**config.mk**
```make
export PLATFORM = sky130hd
export DESIGN_NAME = adder_seq_ctrl
export DESIGN_NICKNAME = d
export VERILOG_FILES = /design/src/rtl/adder_seq_ctrl_pkg.sv /design/src/rtl/adder_seq_ctrl_adder_4bits.sv /design/src/rtl/adder_seq_ctrl.sv
export SDC_FILE = /design/constraint.sdc
export NUM_CORES = 1
export LEC_CHECK = 0
export BUFFER_PORTS_ARGS = -buffer_cell sky130_fd_sc_hd__buf_2
export CAP_MARGIN = 30
export CORE_UTILIZATION = 30
export DETAILED_ROUTE_END_ITERATION = 7
export GPL_TIMING_DRIVEN = 0
export MAX_ROUTING_LAYER = met4
export PLACE_DENSITY = 0.58
export SLEW_MARGIN = 5
export SYNTH_ARGS = -nofsm -noshare
export SYNTH_HDL_FRONTEND = slang
export SYNTH_HIERARCHICAL = 1
export SYNTH_SLANG_ARGS = --single-unit
export TNS_END_PERCENT = 50
```
**constraint.sdc**
```tcl
create_clock -name i_w_clk -period 7.2 [get_ports i_w_clk]
set_clock_uncertainty 0.15 [all_clocks]
set_input_delay 1.44 -clock i_w_clk [delete_from_list [all_inputs] [get_ports i_w_clk]]
set_output_delay 1.44 -clock i_w_clk [all_outputs]
set_load 0.01 [all_outputs]
```
**src/rtl/adder_seq_ctrl_pkg.sv**
```systemverilog
// ---------------------------------------------------------------------------
// adder_seq_ctrl_pkg
// Shared types and helpers for the nibble-serial add/subtract sequencer.
//
// Contents:
//    state_e     - sequencer FSM states (IDLE, RUN, DONE) on a 2-bit encoding
//    NIB_W       - width of one adder slice (one nibble)
//    signed_ovf  - two's-complement overflow from the operand/result sign bits
// ---------------------------------------------------------------------------
package adder_seq_ctrl_pkg;

   // The sequencer sits in IDLE waiting for work, spends one cycle per nibble
   // in RUN, then parks in DONE until the consumer takes the result.
   typedef enum logic [1:0] {
      ST_IDLE = 2'd0,
      ST_RUN  = 2'd1,
      ST_DONE = 2'd2
   } state_e;

   // One pass of the shared adder handles this many bits.
   localparam int NIB_W = 4;

   // Overflow happens when both addends share a sign and the result's sign
   // differs from it. For subtraction, b_msb is the sign of the inverted B,
   // which is exactly the addend the adder saw.
   function automatic logic signed_ovf(input logic a_msb,
                                       input logic b_msb,
                                       input logic s_msb);
      return (a_msb == b_msb) && (s_msb != a_msb);
   endfunction

endpackage

```
**src/rtl/adder_seq_ctrl_adder_4bits.sv**
```systemverilog
// ---------------------------------------------------------------------------
// adder_4bits
// Plain 4-bit ripple-carry adder built from four full adders. Purely
// combinational; the sequencer reuses this single slice for every nibble.
//
// Ports:
//    a    in  4  addend A nibble
//    b    in  4  addend B nibble (already inverted by the caller for subtract)
//    cin  in  1  carry into bit 0
//    s    out 4  sum nibble
//    cout out 1  carry out of bit 3
// ---------------------------------------------------------------------------
module adder_4bits
   import adder_seq_ctrl_pkg::*;
(
   input  logic [NIB_W-1:0] a,
   input  logic [NIB_W-1:0] b,
   input  logic             cin,
   output logic [NIB_W-1:0] s,
   output logic             cout
);

   logic [NIB_W:0] carry;

   assign carry[0] = cin;

   // Each stage is a textbook full adder; the carry ripples from bit 0 up to
   // bit 3 so the whole slice settles within one clock period.
   for (genvar gi = 0; gi < NIB_W; gi++) begin : g_fa
      assign s[gi]         = a[gi] ^ b[gi] ^ carry[gi];
      assign carry[gi + 1] = (a[gi] & b[gi]) | (carry[gi] & (a[gi] ^ b[gi]));
   end

   assign cout = carry[NIB_W];

endmodule

```
**src/rtl/adder_seq_ctrl.sv**
```systemverilog
// ---------------------------------------------------------------------------
// adder_seq_ctrl
// WIDTH-bit add/subtract done one nibble per clock on a single shared 4-bit
// ripple adder, LSB nibble first, with the inter-nibble carry held in a
// register. Valid/ready handshakes on both the request and result sides.
// A result appears NIBBLES edges after the request is accepted.
//
// Parameters:
//    WIDTH       operand/result width, a multiple of 4 and at least 4
//
// Ports:
//    i_w_clk     in   1      clock, rising edge
//    i_w_rst_n   in   1      asynchronous reset, active low
//    i_w_valid   in   1      request valid
//    o_w_ready   out  1      request accepted when i_w_valid && o_w_ready
//    i_w_a       in   WIDTH  operand A
//    i_w_b       in   WIDTH  operand B
//    i_w_cin     in   1      carry-in, ignored for subtract
//    i_w_sub     in   1      1: A-B (B inverted, carry-in forced to 1)
//    o_w_valid   out  1      result valid
//    i_w_ready   in   1      result consumed when o_w_valid && i_w_ready
//    o_w_s       out  WIDTH  sum/difference
//    o_w_cout    out  1      carry out of the top bit (subtract: 1 = no borrow)
//    o_w_ovf     out  1      signed two's-complement overflow
//    o_w_busy    out  1      high whenever the sequencer is not idle
// ---------------------------------------------------------------------------
module adder_seq_ctrl
   import adder_seq_ctrl_pkg::*;
#(
   parameter int WIDTH = 16
)
(
   input  logic             i_w_clk,
   input  logic             i_w_rst_n,
   input  logic             i_w_valid,
   output logic             o_w_ready,
   input  logic [WIDTH-1:0] i_w_a,
   input  logic [WIDTH-1:0] i_w_b,
   input  logic             i_w_cin,
   input  logic             i_w_sub,
   output logic             o_w_valid,
   input  logic             i_w_ready,
   output logic [WIDTH-1:0] o_w_s,
   output logic             o_w_cout,
   output logic             o_w_ovf,
   output logic             o_w_busy
);

   localparam int NIBBLES = WIDTH / NIB_W;
   localparam int CNT_W   = (NIBBLES > 1) ? $clog2(NIBBLES) : 1;

   localparam logic [CNT_W-1:0] LAST_CNT = CNT_W'(NIBBLES - 1);

   state_e           state;
   logic [CNT_W-1:0] nib_cnt;
   logic             carry_q;
   logic [WIDTH-1:0] a_q;
   logic [WIDTH-1:0] b_q;
   logic [WIDTH-1:0] s_q;
   logic             a_msb_q;
   logic             b_msb_q;
   logic             cout_q;
   logic             ovf_q;

   logic [NIB_W-1:0] sum_nib;
   logic             nib_cout;
   logic [WIDTH-1:0] b_mod;
   logic [WIDTH-1:0] s_shift;

   // The single shared adder always works on the bottom nibble of the operand
   // shift registers; the registers move the next nibble down every RUN cycle.
   adder_4bits u_adder (
      .a    (a_q[NIB_W-1:0]),
      .b    (b_q[NIB_W-1:0]),
      .cin  (carry_q),
      .s    (sum_nib),
      .cout (nib_cout)
   );

   // Subtraction is A + ~B + 1, so B is inverted on the way in and the
   // carry register is preloaded with 1.
   assign b_mod = i_w_b ^ {WIDTH{i_w_sub}};

   // New sum nibbles enter at the top and slide down, so after NIBBLES passes
   // the first (least significant) nibble has reached bit 0. Written with
   // shifts so that WIDTH=4 needs no special-case slicing.
   assign s_shift = (s_q >> NIB_W) | (WIDTH'(sum_nib) << (WIDTH - NIB_W));

   // Handshake and busy flags come straight from the state so that the
   // requester and consumer see them in the same cycle the state changes.
   assign o_w_ready = (state == ST_IDLE);
   assign o_w_valid = (state == ST_DONE);
   assign o_w_busy  = (state != ST_IDLE);

   assign o_w_s    = s_q;
   assign o_w_cout = cout_q;
   assign o_w_ovf  = ovf_q;

   // Main sequencer. IDLE latches a request, RUN does one nibble per edge
   // and finishes by capturing the final carry and the overflow flag, DONE
   // holds everything stable until the consumer accepts. Operand inputs are
   // only looked at on the accept edge, so they are free to change later.
   always_ff @(posedge i_w_clk or negedge i_w_rst_n) begin
      if (!i_w_rst_n) begin
         state   <= ST_IDLE;
         nib_cnt <= '0;
         carry_q <= 1'b0;
         a_q     <= '0;
         b_q     <= '0;
         s_q     <= '0;
         a_msb_q <= 1'b0;
         b_msb_q <= 1'b0;
         cout_q  <= 1'b0;
         ovf_q   <= 1'b0;
      end else begin
         case (state)
            ST_IDLE: begin
               if (i_w_valid) begin
                  a_q     <= i_w_a;
                  b_q     <= b_mod;
                  carry_q <= i_w_sub ? 1'b1 : i_w_cin;
                  a_msb_q <= i_w_a[WIDTH-1];
                  b_msb_q <= b_mod[WIDTH-1];
                  nib_cnt <= '0;
                  state   <= ST_RUN;
               end
            end

            ST_RUN: begin
               s_q     <= s_shift;
               a_q     <= a_q >> NIB_W;
               b_q     <= b_q >> NIB_W;
               carry_q <= nib_cout;
               if (nib_cnt == LAST_CNT) begin
                  // The top nibble's carry and sign bit settle the flags.
                  cout_q  <= nib_cout;
                  ovf_q   <= signed_ovf(a_msb_q, b_msb_q, sum_nib[NIB_W-1]);
                  nib_cnt <= '0;
                  state   <= ST_DONE;
               end else begin
                  nib_cnt <= nib_cnt + 1'b1;
               end
            end

            ST_DONE: begin
               if (i_w_ready) begin
                  state <= ST_IDLE;
               end
            end

            default: begin
               state <= ST_IDLE;
            end
         endcase
      end
   end

endmodule

```
==> qor.csv <==
stage;metric;value;unit
outcome;status;complete, no violations;
worst_setup_path;crit path capture;o_w_ovf;
power_and_ir_drop;leakage power;1.70;nW
power_and_ir_drop;Max VDD drop;0.142;mV
clock_tree;Longest Clk Path Bufs;2;
timing;setup TNS;0;ps
power_and_ir_drop;combinational power share;41.4;%
final_layout;Syn-to-layout area delta;24.0;%
yosys;library cells used by synthesis;26;
timing;Final Cycle Share;41.3;%
clock_tree;CTS resizes;0;
yosys;synth warn;6;
worst_setup_path;CP Data Arrival Time;3100;ps
die;die area;0.00915;mm²
yosys;syn_area_per_cell;9.53;µm²
global_route;first-pass GRT wire length;10.6;mm
global_route;global-route usage over all layers;16.2;%
final_layout;Fill cells;857;
timing;maximum clock rate;336;MHz
yosys;count leader, synth;nand2_1;
yosys;top area cells in the synthesized netlist;dfrtp_1 54%, nand2_1 13%, nand3_1 6.1%;
worst_setup_path;crit path kind;flop to flop;
drt;DRT Pass-1 Iters;4;
die;Die X;95.6;µm
run;# Max-Cap Violations;0;
yosys;ys async rst share;100;%
worst_setup_path;R2R cell count;11;
timing;RSZ-0062 raised after global routing;no;
placement;RePlAce Congestion;0.708;
clock_tree;setup bufs post-CTS;0;
global_route;Overflow after GRT;0;
yosys;cell taking the most area after synthesis;dfrtp_1;
global_route;initial antenna violation count;0;
timing;Final setup viols;0;
yosys;register bit total from synthesis;57;
worst_setup_path;Critical R2R Launch;a_q[0];
yosys;Commonest cells post-synth;93 x nand2_1, 57 x dfrtp_1, 32 x nand3_1;
yosys;register area share after synthesis;54.2;%
clock_tree;CTS tree;yes;
power_and_ir_drop;internal power;887;µW
yosys;Synth Net Count;319;
yosys;top cell type's share of synthesized area;54.2;%
drt;routed wire length;6.19;mm
worst_setup_path;CP startpoint kind;flop;
worst_setup_path;critical path peak fanout;3;
global_route;vias in the first global route;2124;
final_layout;layout cells sized above 1;27.2;%
yosys;EDFF count, synth;0;
drt;DR iter-0 viols;74;
timing;Pins Over Slew Limit;0;
worst_setup_path;flop-to-flop setup slack;4230;ps
die;Std-Cell Core Area;0.00834;mm²
worst_setup_path;crit path from;a_q[0];
worst_setup_path;required time of the critical path;7330;ps
power_and_ir_drop;Sw Share;39.3;%
yosys;ys flop type;dfrtp_1;
timing;crit path time final;2970;ps
final_layout;utilization after layout;39.1;%
die;Rows;33;
timing;Slew HR;49.9;%
timing;Final Hold Viols;0;
drt;via-per-instance ratio;4.63;
min_path;hold path startpoint;o_w_s[0];
min_path;worst hold path class;flop to flop;
drt;detailed-route via count;2104;
power_and_ir_drop;net switching power;575;µW
clock_tree;Hold Buf Count CTS;0;
clock_tree;cts bufs inserted;9;
yosys;Mapped Area;0.00263;mm²
drt;# DRC;0;
power_and_ir_drop;register share of total power;38.2;%
final_layout;Nets;388;
power_and_ir_drop;Pwr Density;448;mW/mm²
die;chip height;95.6;µm
clock_tree;Sink Count;57;
worst_setup_path;reg-to-reg endpoint;o_w_ovf;
clock_tree;H-tree depth;3;
global_route;largest net degree at the start of global routing;33;
power_and_ir_drop;Clk pwr share;20.4;%
timing;Slew @ Worst Pin;751;ps
placement;IO Port Bufs;57;
final_layout;ANT cells;0;
worst_setup_path;CP Capture Type;flop;
clock_tree;clk_lat worst skew;330;ps
drt;remaining antenna violation count;0;
placement;DP HPWL;4.37;mm
die;starting density of the core;31.5;%
clock_tree;Clock transition at path regs;60;ps
die;IO Pins;59;
drt;Avg WL per Cell;13.6;µm
yosys;Syn Inst Count;276;
clock_tree;Root Buffer;clkbuf_8;
## how the worst min path moves through the flow
| stage | to | slack [ps] | cells past startpoint |
|---|---|---|---|
| after floorplan | a_q[15] | 300 | 2 |
| after global placement | o_w_s[1] | 300 | 2 |
| after detailed placement | o_w_s[0] | 310 | 2 |
| after CTS | o_w_s[0] | 320 | 2 |
| after global routing | o_w_s[0] | 350 | 2 |
| final | o_w_s[0] | 320 | 2 |
## layer usage
layer	wire, µm	up-vias	share of wire (%)	GRT usage (%)
met5	0	-	0	-
met4	114	0	1.8	5.85
li1	-	1038	-	-
met2	2880	57	47	26.0
met3	288	10	4.7	4.55
met1	2900	999	47	19.6
## through the flow
stage               worst slack [ps]  cell area, µm²  hold slack, ps  instances  power [mW]
floorplan                       4430            2630             296        276       0.968
global placement                4250            3050             303        438        1.15
detailed placement              4250            3070             308        439        1.17
CTS                             4230            3260             325        454        1.48
global route                    4100            3260             346        454        1.60
finish                          4230            3260             317        454        1.46
## cell families (layout without fill, tap and decap cells)
logic type               count (synthesis)  in the layout  synth area share (%)
AO/OA/AOI/OAI                           19             19                  6.38
XOR/XNOR                                16             16                  5.33
adder cells (fa/ha/maj)                  5              5                  3.52
buffers and inverters                   28            101                  5.47
flip-flops                              57             57                  54.2
multiplexers                             2              2                 0.856
AND/OR/NAND/NOR                        149            149                  24.2
## area by class of cell
class | instances | area [µm²] | area share [%]
sequential | 57 | 1430 | 43.7
multi-input combinational | 191 | 1060 | 32.5
timing repair buffer | 58 | 305 | 9.36
clock buffer | 12 | 155 | 4.76
tap | 105 | 131 | 4.03
buffer | 17 | 103 | 3.15
inverter | 11 | 41.3 | 1.27
clock inverter | 3 | 40.0 | 1.23
## critical path: stages, from the launching register on
cell,delay [ps]
dfrtp_1,410
fa_1,420
inv_1,70
fa_1,160
inv_1,50
fa_1,360
inv_1,70
fa_1,420
inv_1,120
or3b_2,440
o21ai_0,80
mux2_2,160
## power groups by stage
stage               sequential [mW]  clock, mW  combinational (mW)
CTS                           0.559      0.308               0.612
floorplan                     0.563          0               0.406
finish                        0.559      0.299               0.605
detailed placement            0.564          0               0.608
global route                  0.578      0.322               0.701
global placement              0.559          0               0.595
## layout by cell type, fill, tap and decap left out, types with 2 or more instances in the layout
| master | Yosys | layout |
|---|---|---|
| xnor2_1 | 15 | 15 |
| dfrtp_1 | 57 | 57 |
| fa_1 | 4 | 4 |
| buf_6 | 2 | 2 |
| clkbuf_8 | 0 | 11 |
| mux2_2 | 2 | 2 |
| nor2b_1 | 2 | 2 |
| o21ai_0 | 3 | 3 |
| nand2_1 | 93 | 93 |
| nor3_1 | 3 | 3 |
| nand2b_1 | 2 | 2 |
| buf_4 | 3 | 3 |
| a221o_1 | 12 | 12 |
| nand3_1 | 32 | 32 |
| nor2_1 | 13 | 13 |
| clkinv_2 | 0 | 2 |
| clkbuf_1 | 2 | 3 |
| buf_2 | 10 | 67 |
| o21ai_2 | 2 | 2 |
| inv_1 | 11 | 11 |
## state kept, by name (all words and copies together) (netlist names)
register	count
a_q	16
b_q	16
o_w_s	16
nib_cnt	2
state	2
a_msb_q	1
b_msb_q	1
carry_q	1
o_w_cout	1
o_w_ovf	1
Power figures use the tool's default switching activity.
